## src/rtl/pwm_breathe.sv

```systemverilog
// Breathing-LED PWM: a free-running phase counter compares against a per-frame
// duty latch, while a CE-stepped triangle ramp supplies the brightness level.
module pwm_breathe #(
    parameter int N = 8
) (
    input  logic         CLK,
    input  logic         RESET,
    input  logic         CE,
    output logic         O,
    output logic [N-1:0] LEVEL,
    output logic         DIR,
    output logic         FRAME,
    output logic         COUT
);

    localparam logic [N-1:0] MAXV = '1;

    logic [N-1:0] phase_q, phase_d;
    logic [N-1:0] duty_q, duty_d;
    logic [N-1:0] level_q, level_d;
    logic         dir_q, dir_d;
    logic         frame_q, frame_d;
    logic         cout_q, cout_d;

    always_comb begin
        phase_d = phase_q + N'(1);
        // Duty only changes at the frame boundary, taking the pre-step level.
        duty_d  = (phase_q == MAXV) ? level_q : duty_q;
        frame_d = (phase_q == MAXV);
        level_d = level_q;
        dir_d   = dir_q;
        cout_d  = 1'b0;
        if (CE) begin
            if (!dir_q) begin
                if (level_q != MAXV) begin
                    level_d = level_q + N'(1);
                end else begin
                    level_d = MAXV - N'(1);
                    dir_d   = 1'b1;
                end
            end else begin
                if (level_q != '0) begin
                    level_d = level_q - N'(1);
                end else begin
                    level_d = N'(1);
                    dir_d   = 1'b0;
                    cout_d  = 1'b1;
                end
            end
        end
    end

    always_ff @(posedge CLK) begin
        if (RESET) begin
            phase_q <= '0;
            duty_q  <= '0;
            level_q <= '0;
            dir_q   <= 1'b0;
            frame_q <= 1'b0;
            cout_q  <= 1'b0;
        end else begin
            phase_q <= phase_d;
            duty_q  <= duty_d;
            level_q <= level_d;
            dir_q   <= dir_d;
            frame_q <= frame_d;
            cout_q  <= cout_d;
        end
    end

    assign O     = (phase_q < duty_q);
    assign LEVEL = level_q;
    assign DIR   = dir_q;
    assign FRAME = frame_q;
    assign COUT  = cout_q;

endmodule

```

## config.mk

```make
export PLATFORM = sky130hd
export DESIGN_NAME = pwm_breathe
export DESIGN_NICKNAME = d
export VERILOG_FILES = /design/src/rtl/pwm_breathe.sv
export SDC_FILE = /design/constraint.sdc
export NUM_CORES = 1
export LEC_CHECK = 0
export CORE_ASPECT_RATIO = 1.1
export CORE_UTILIZATION = 57
export DETAILED_ROUTE_END_ITERATION = 8
export HOLD_SLACK_MARGIN = 0.12
export PLACE_DENSITY = 0.77
export SKIP_CTS_REPAIR_TIMING = 1
export SLEW_MARGIN = 30
export SYNTH_ARGS = -nofsm -noshare
export SYNTH_HDL_FRONTEND = slang
export SYNTH_SLANG_ARGS = --single-unit
```

## constraint.sdc

```tcl
create_clock -name CLK -period 2 [get_ports CLK]
set_input_delay 0.5 -clock CLK [delete_from_list [all_inputs] [get_ports CLK]]
set_output_delay 0.5 -clock CLK [all_outputs]
set_load 0.02 [all_outputs]
```

* After elaboration in Yosys (flattened, before gate mapping)
Index checks and enable logic that the tools add are counted.
Storage, ports and cells: flip-flop bits (word level) 27, logic and storage cells 23, output and inout bits 12
Cells by class: magnitude comparators 1, bitwise gates (word level) 2, eq/ne operators 2, reductions and logical operators 2, multiplexer cells 7, $add $sub $neg 3
Operators with widths (number):
- $mux W8 | 3
- $add A8 B1 Y8 const B | 2
- $eq A8 B8 Y1 const B | 1
- $lt A8 B8 Y1 | 1
- $ne A8 B8 Y1 const B | 1
- $reduce_bool A8 Y1 | 1
- $sub A8 B1 Y8 const B | 1
- $mux W1 | 4
- $reduce_or A3 Y1 | 1
- $not A1 Y1 | 2

* Depth between registers and ports, before layout
depth in word-level cells 3, gate-level depth with buffers 7, mapped depth without buffers 6

* Least setup slack after synthesis
No wires, ideal clock.
kind flip-flop to output port, start point register phase_q[2], end point output O, buffers on the path 0, cell stages (with the launch flop) 6, slack 69 ps, arrival time 1431 ps, cells stage by stage dfxtp_1 > ha_1 > a21o_1 > a31oi_1 > o21ai_0 > a31oi_1
On the way: longest elaborated chain between the ends 1
Ends and longest elaborated chain:
- start, declared | line 18 | logic [N-1:0] phase_q, phase_d;
- start signal, assigned | line 62 | phase_q <= phase_d;
- $lt A8 B8 Y1 | line 71 | assign O = (phase_q < duty_q);
- end, declared | line 9 | output logic O,
Every way passes these cells.

* Worst setup path after layout
start point register duty_q[2], end point output O
On the way: longest elaborated chain between the ends 1
Ends and longest elaborated chain:
- start, declared | line 19 | logic [N-1:0] duty_q, duty_d;
- start signal, assigned | line 63 | duty_q <= duty_d;
- $lt A8 B8 Y1 | line 71
Every way passes these cells.

==> run summary <==
The flow ran to the end, but the final reports show violations. The checks that failed: negative setup slack. The type of the worst setup path is reg -> out.

Counting instances, the worst hold path has a depth of 2. TritonCTS built the clock tree. The arrival time reported for the critical path endpoint is 1670 ps. The synthesized design contains 0 enable-type register cells.

The logs give 46 for the count of different cell masters after synthesis and 27 for the total clock sinks. The worst relative slew slack was 0.679; the mean post-synth cell area was 8.32 µm². 15 I/O pins were placed. The share of layout cells above drive strength 1 came out at 0.211.

The area share of fa/ha/maj cells after synthesis came out at 0.0840. The tools report the worst ir drop on vdd as 0.000370 V. The number of antenna diodes in the final layout is 0. The startpoint of the lowest-slack register-to-register path was LEVEL[0]$_SDFFE_PP0P_. The cell depth of the worst flop-to-flop path works out to 5. Maximum clock path buffer count: 2. In this run the most critical hold path is launched from duty_q[5]$_SDFFE_PP0P_.

The logs give 1539 for the count of vias placed by the detailed router and 0 for the number of max-cap violations. The compound-cell area share of the yosys netlist is 0.238, and the total routed wirelength is 3.79 mm. For this run, the number of standard cells in the final layout without fillers is 256. The fraction of synthesis flops using an asynchronous set or reset pin is 0. After legalization and detailed placement, the total HPWL measured 2.85 mm. The simple-gate portion of the synthesized area works out to 0.241. The post-synthesis to final-layout area growth is 20.2%. In this run the core area contains 20 standard-cell rows. The number of nets with antenna violations after routing was 0. Dividing the detail-routed via count by the number of cells gives 6.01. In the layout the commonest cells are sky130_fd_sc_hd__buf_4 (20), sky130_fd_sc_hd__dfxtp_1 (17), sky130_fd_sc_hd__nand2_1 (17), sky130_fd_sc_hd__nor2_1 (17), sky130_fd_sc_hd__a21oi_1 (15). The end of the worst register-to-register path was LEVEL[2]$_SDFFE_PP0P_. The most used flip-flop cell after synthesis is sky130_fd_sc_hd__dfxtp_1.

For this design the ratio of total power to cell area is 532 mW/mm². The net count after synthesis is 211, and the synthesized instance count is 197. The die area was 0.00309 mm². The busiest layer in global routing was met2. The average wire length per cell after detail routing came out at 14.8 µm.

The run gives 461 MHz as the maximum clock rate. The H-tree depth reported by CTS was 1; the proportion of netlist area held by the largest area contributor was 0.330. The clock root buffer master is sky130_fd_sc_hd__clkbuf_4.

The floorplan step set the die height to 58.2 µm. The met1 track demand over resource is 0.276, and the share of the synthesized netlist area taken by xor and xnor gates is 0.0267. The initial antenna violation count is 0. Summed over all cells, the static leakage comes to 0.718 nW. Yosys attributes the largest share of cell area to sky130_fd_sc_hd__dfxtp_1 (33%), sky130_fd_sc_hd__ha_1 (8.4%), sky130_fd_sc_hd__a21oi_1 (4.6%), sky130_fd_sc_hd__o21ai_0 (4.0%), sky130_fd_sc_hd__nand2_1 (3.9%).

The path with the worst hold slack has its endpoint at duty_q[5]$_SDFFE_PP0P_. For this block, the initial DRC count from the detailed router was 52. The clock input transition at the sequential cells of the worst setup and hold paths came out at 160 ps.

The synthesized design contains 27 register bits. The ratio of final minimum period to clock period is 1.09. Detailed-router iteration count before antenna repair: 4. The global-route wire length before repair is 6.17 mm, and the mux cell area share after synthesis is 0. For the initial cell density of the core, the log shows 0.595. Final-report setup violation count: 1. After synthesis, the largest family of logic cells by area is simple AND/OR/NAND/NOR gates.

The detailed-route DRC error count was 0. Routability-driven placement finished with a final weighted congestion of 0.916. The leading area contributor after synthesis is sky130_fd_sc_hd__dfxtp_1. The core region is 0.00275 mm². The final-report hold violation count is 0. The max-slew violation total from the final report was 0; the final hold slack was 485 ps. Counting tap cells, the placed design contains a total of 252 instances. The number of global-route vias before repair is 1440. The critical path startpoint category was a flop.

Clock skew on the completed layout was measured at 16.9 ps. The total routing resource utilization after global routing was 0.265; the worst-margin pin slew was 478 ps. Entering global routing, the biggest net connects 30 pins. For this run, the number of Yosys warnings is 0. In this run the worst hold path is classified as reg -> reg.

The logs give -171 ps for the worst-case setup margin in the final layout and 0.0236 for the met3 demand-to-capacity share in global routing. The commonest non-fill, non-tap cell in the layout was sky130_fd_sc_hd__buf_4. For flop-to-flop paths, the worst setup slack is 140 ps. The sequential share of the synthesized area was 0.330. STA classifies the critical path endpoint as a primary output. The chip width is 53.1 µm, and the met2 track demand over resource is 0.533.

Counting I/O delays and the setup requirement, the final critical path takes 2170 ps. Buffers inserted during clock tree synthesis total 3. The source-to-sink clock delay at the later pin of the worst-skew pair is 330 ps, and the port buffer count is 14.

The total overflow left after global routing is 0. For the total standard cell area after synthesis, the log shows 0.00164 mm². The net count of the finished layout is 238.

The data required time of the critical path is 1500 ps. Setup repair after global routing could not meet its margin everywhere. In this run the worst path has a maximum fanout of 2.
==> kinds of logic after synthesis <==
| logic type | Yosys count |
|---|---|
| buffers and inverters | 24 |
| flip-flops | 27 |
| AO/OA/AOI/OAI | 58 |
| adder cells (fa/ha/maj) | 11 |
| XOR/XNOR | 5 |
| AND/OR/NAND/NOR | 72 |
==> cell usage after synthesis, types with 2 or more instances <==
cell / count
sky130_fd_sc_hd__a311oi_1: 2
sky130_fd_sc_hd__a21oi_1: 15
sky130_fd_sc_hd__buf_6: 4
sky130_fd_sc_hd__o31ai_1: 3
sky130_fd_sc_hd__nor2b_1: 2
sky130_fd_sc_hd__nand3_1: 9
sky130_fd_sc_hd__a31oi_1: 7
sky130_fd_sc_hd__xor2_1: 4
sky130_fd_sc_hd__nand2_1: 17
sky130_fd_sc_hd__a21o_1: 3
sky130_fd_sc_hd__and3b_1: 2
sky130_fd_sc_hd__or3_1: 2
sky130_fd_sc_hd__nor2_1: 17
sky130_fd_sc_hd__inv_1: 12
sky130_fd_sc_hd__a211oi_1: 4
sky130_fd_sc_hd__clkbuf_1: 5
sky130_fd_sc_hd__o21ai_0: 13
sky130_fd_sc_hd__nand4b_1: 2
sky130_fd_sc_hd__buf_4: 3
sky130_fd_sc_hd__dfxtp_1: 27
sky130_fd_sc_hd__nor4_1: 2
sky130_fd_sc_hd__ha_1: 11
sky130_fd_sc_hd__nor3_1: 8
==> registers in the layout, indices dropped and copies added (netlist names) <==
signal   count
LEVEL        8
phase_q      8
COUT         1
duty_q       8
FRAME        1
DIR          1
==> layer usage <==
layer | part of all wire | vias up
li1 | - | 766
met1 | 0.42 | 741
met2 | 0.55 | 28
met3 | 0.027 | 4
met4 | 0.010 | 0
met5 | 0 | -
==> critical path: stages (launching register included) <==
cell,delay (ps)
sky130_fd_sc_hd__dfxtp_2,360
sky130_fd_sc_hd__inv_2,40
sky130_fd_sc_hd__ha_4,200
sky130_fd_sc_hd__a21o_1,150
sky130_fd_sc_hd__a31oi_1,160
sky130_fd_sc_hd__o21ai_1,80
sky130_fd_sc_hd__a31oi_1,180
sky130_fd_sc_hd__buf_4,170
==> worst max-delay path by stage <==
stage / start / end / slack (ps)
after floorplan: phase_q[2]$_SDFF_PP0_ / O / 70
after global placement: duty_q[2]$_SDFFE_PP0P_ / O / -350
after detailed placement: duty_q[2]$_SDFFE_PP0P_ / O / -390
after CTS: duty_q[2]$_SDFFE_PP0P_ / O / -780
after global routing: duty_q[2]$_SDFFE_PP0P_ / O / -250
final: duty_q[2]$_SDFFE_PP0P_ / O / -170
==> area by class of cell <==
| type | count | area, µm² |
|---|---|---|
| Multi-Input combinational cell | 146 | 992 |
| Timing Repair Buffer | 34 | 300 |
| Sequential cell | 27 | 561 |
| Fill cell | 227 | 783 |
| Tap cell | 33 | 41.3 |
| Inverter | 12 | 45.0 |
| Clock inverter | 1 | 7.51 |
| Clock buffer | 3 | 22.5 |
==> metrics by stage <==
step                      setup slack (ps)  instance area (µm²)  utilization  total power, mW  setup TNS [ps]
final                                 -171                 1970        0.715             1.05            -171
after global routing                  -253                 1970        0.715             1.11            -253
after CTS                             -782                 1930        0.700             1.06           -1230
after floorplan                       68.8                 1640            -            0.735               0
after detailed placement              -387                 1900        0.689            0.818            -387
after global placement                -354                 1900        0.689            0.812            -354
==> power breakdown <==
part / switching [mW] / internal, mW / total (mW)
clock: 0.163 / 0.0763 / 0.239
sequential: 0.0273 / 0.553 / 0.581
combinational: 0.122 / 0.106 / 0.228
No activity file was read; power rests on OpenSTA's default activity.
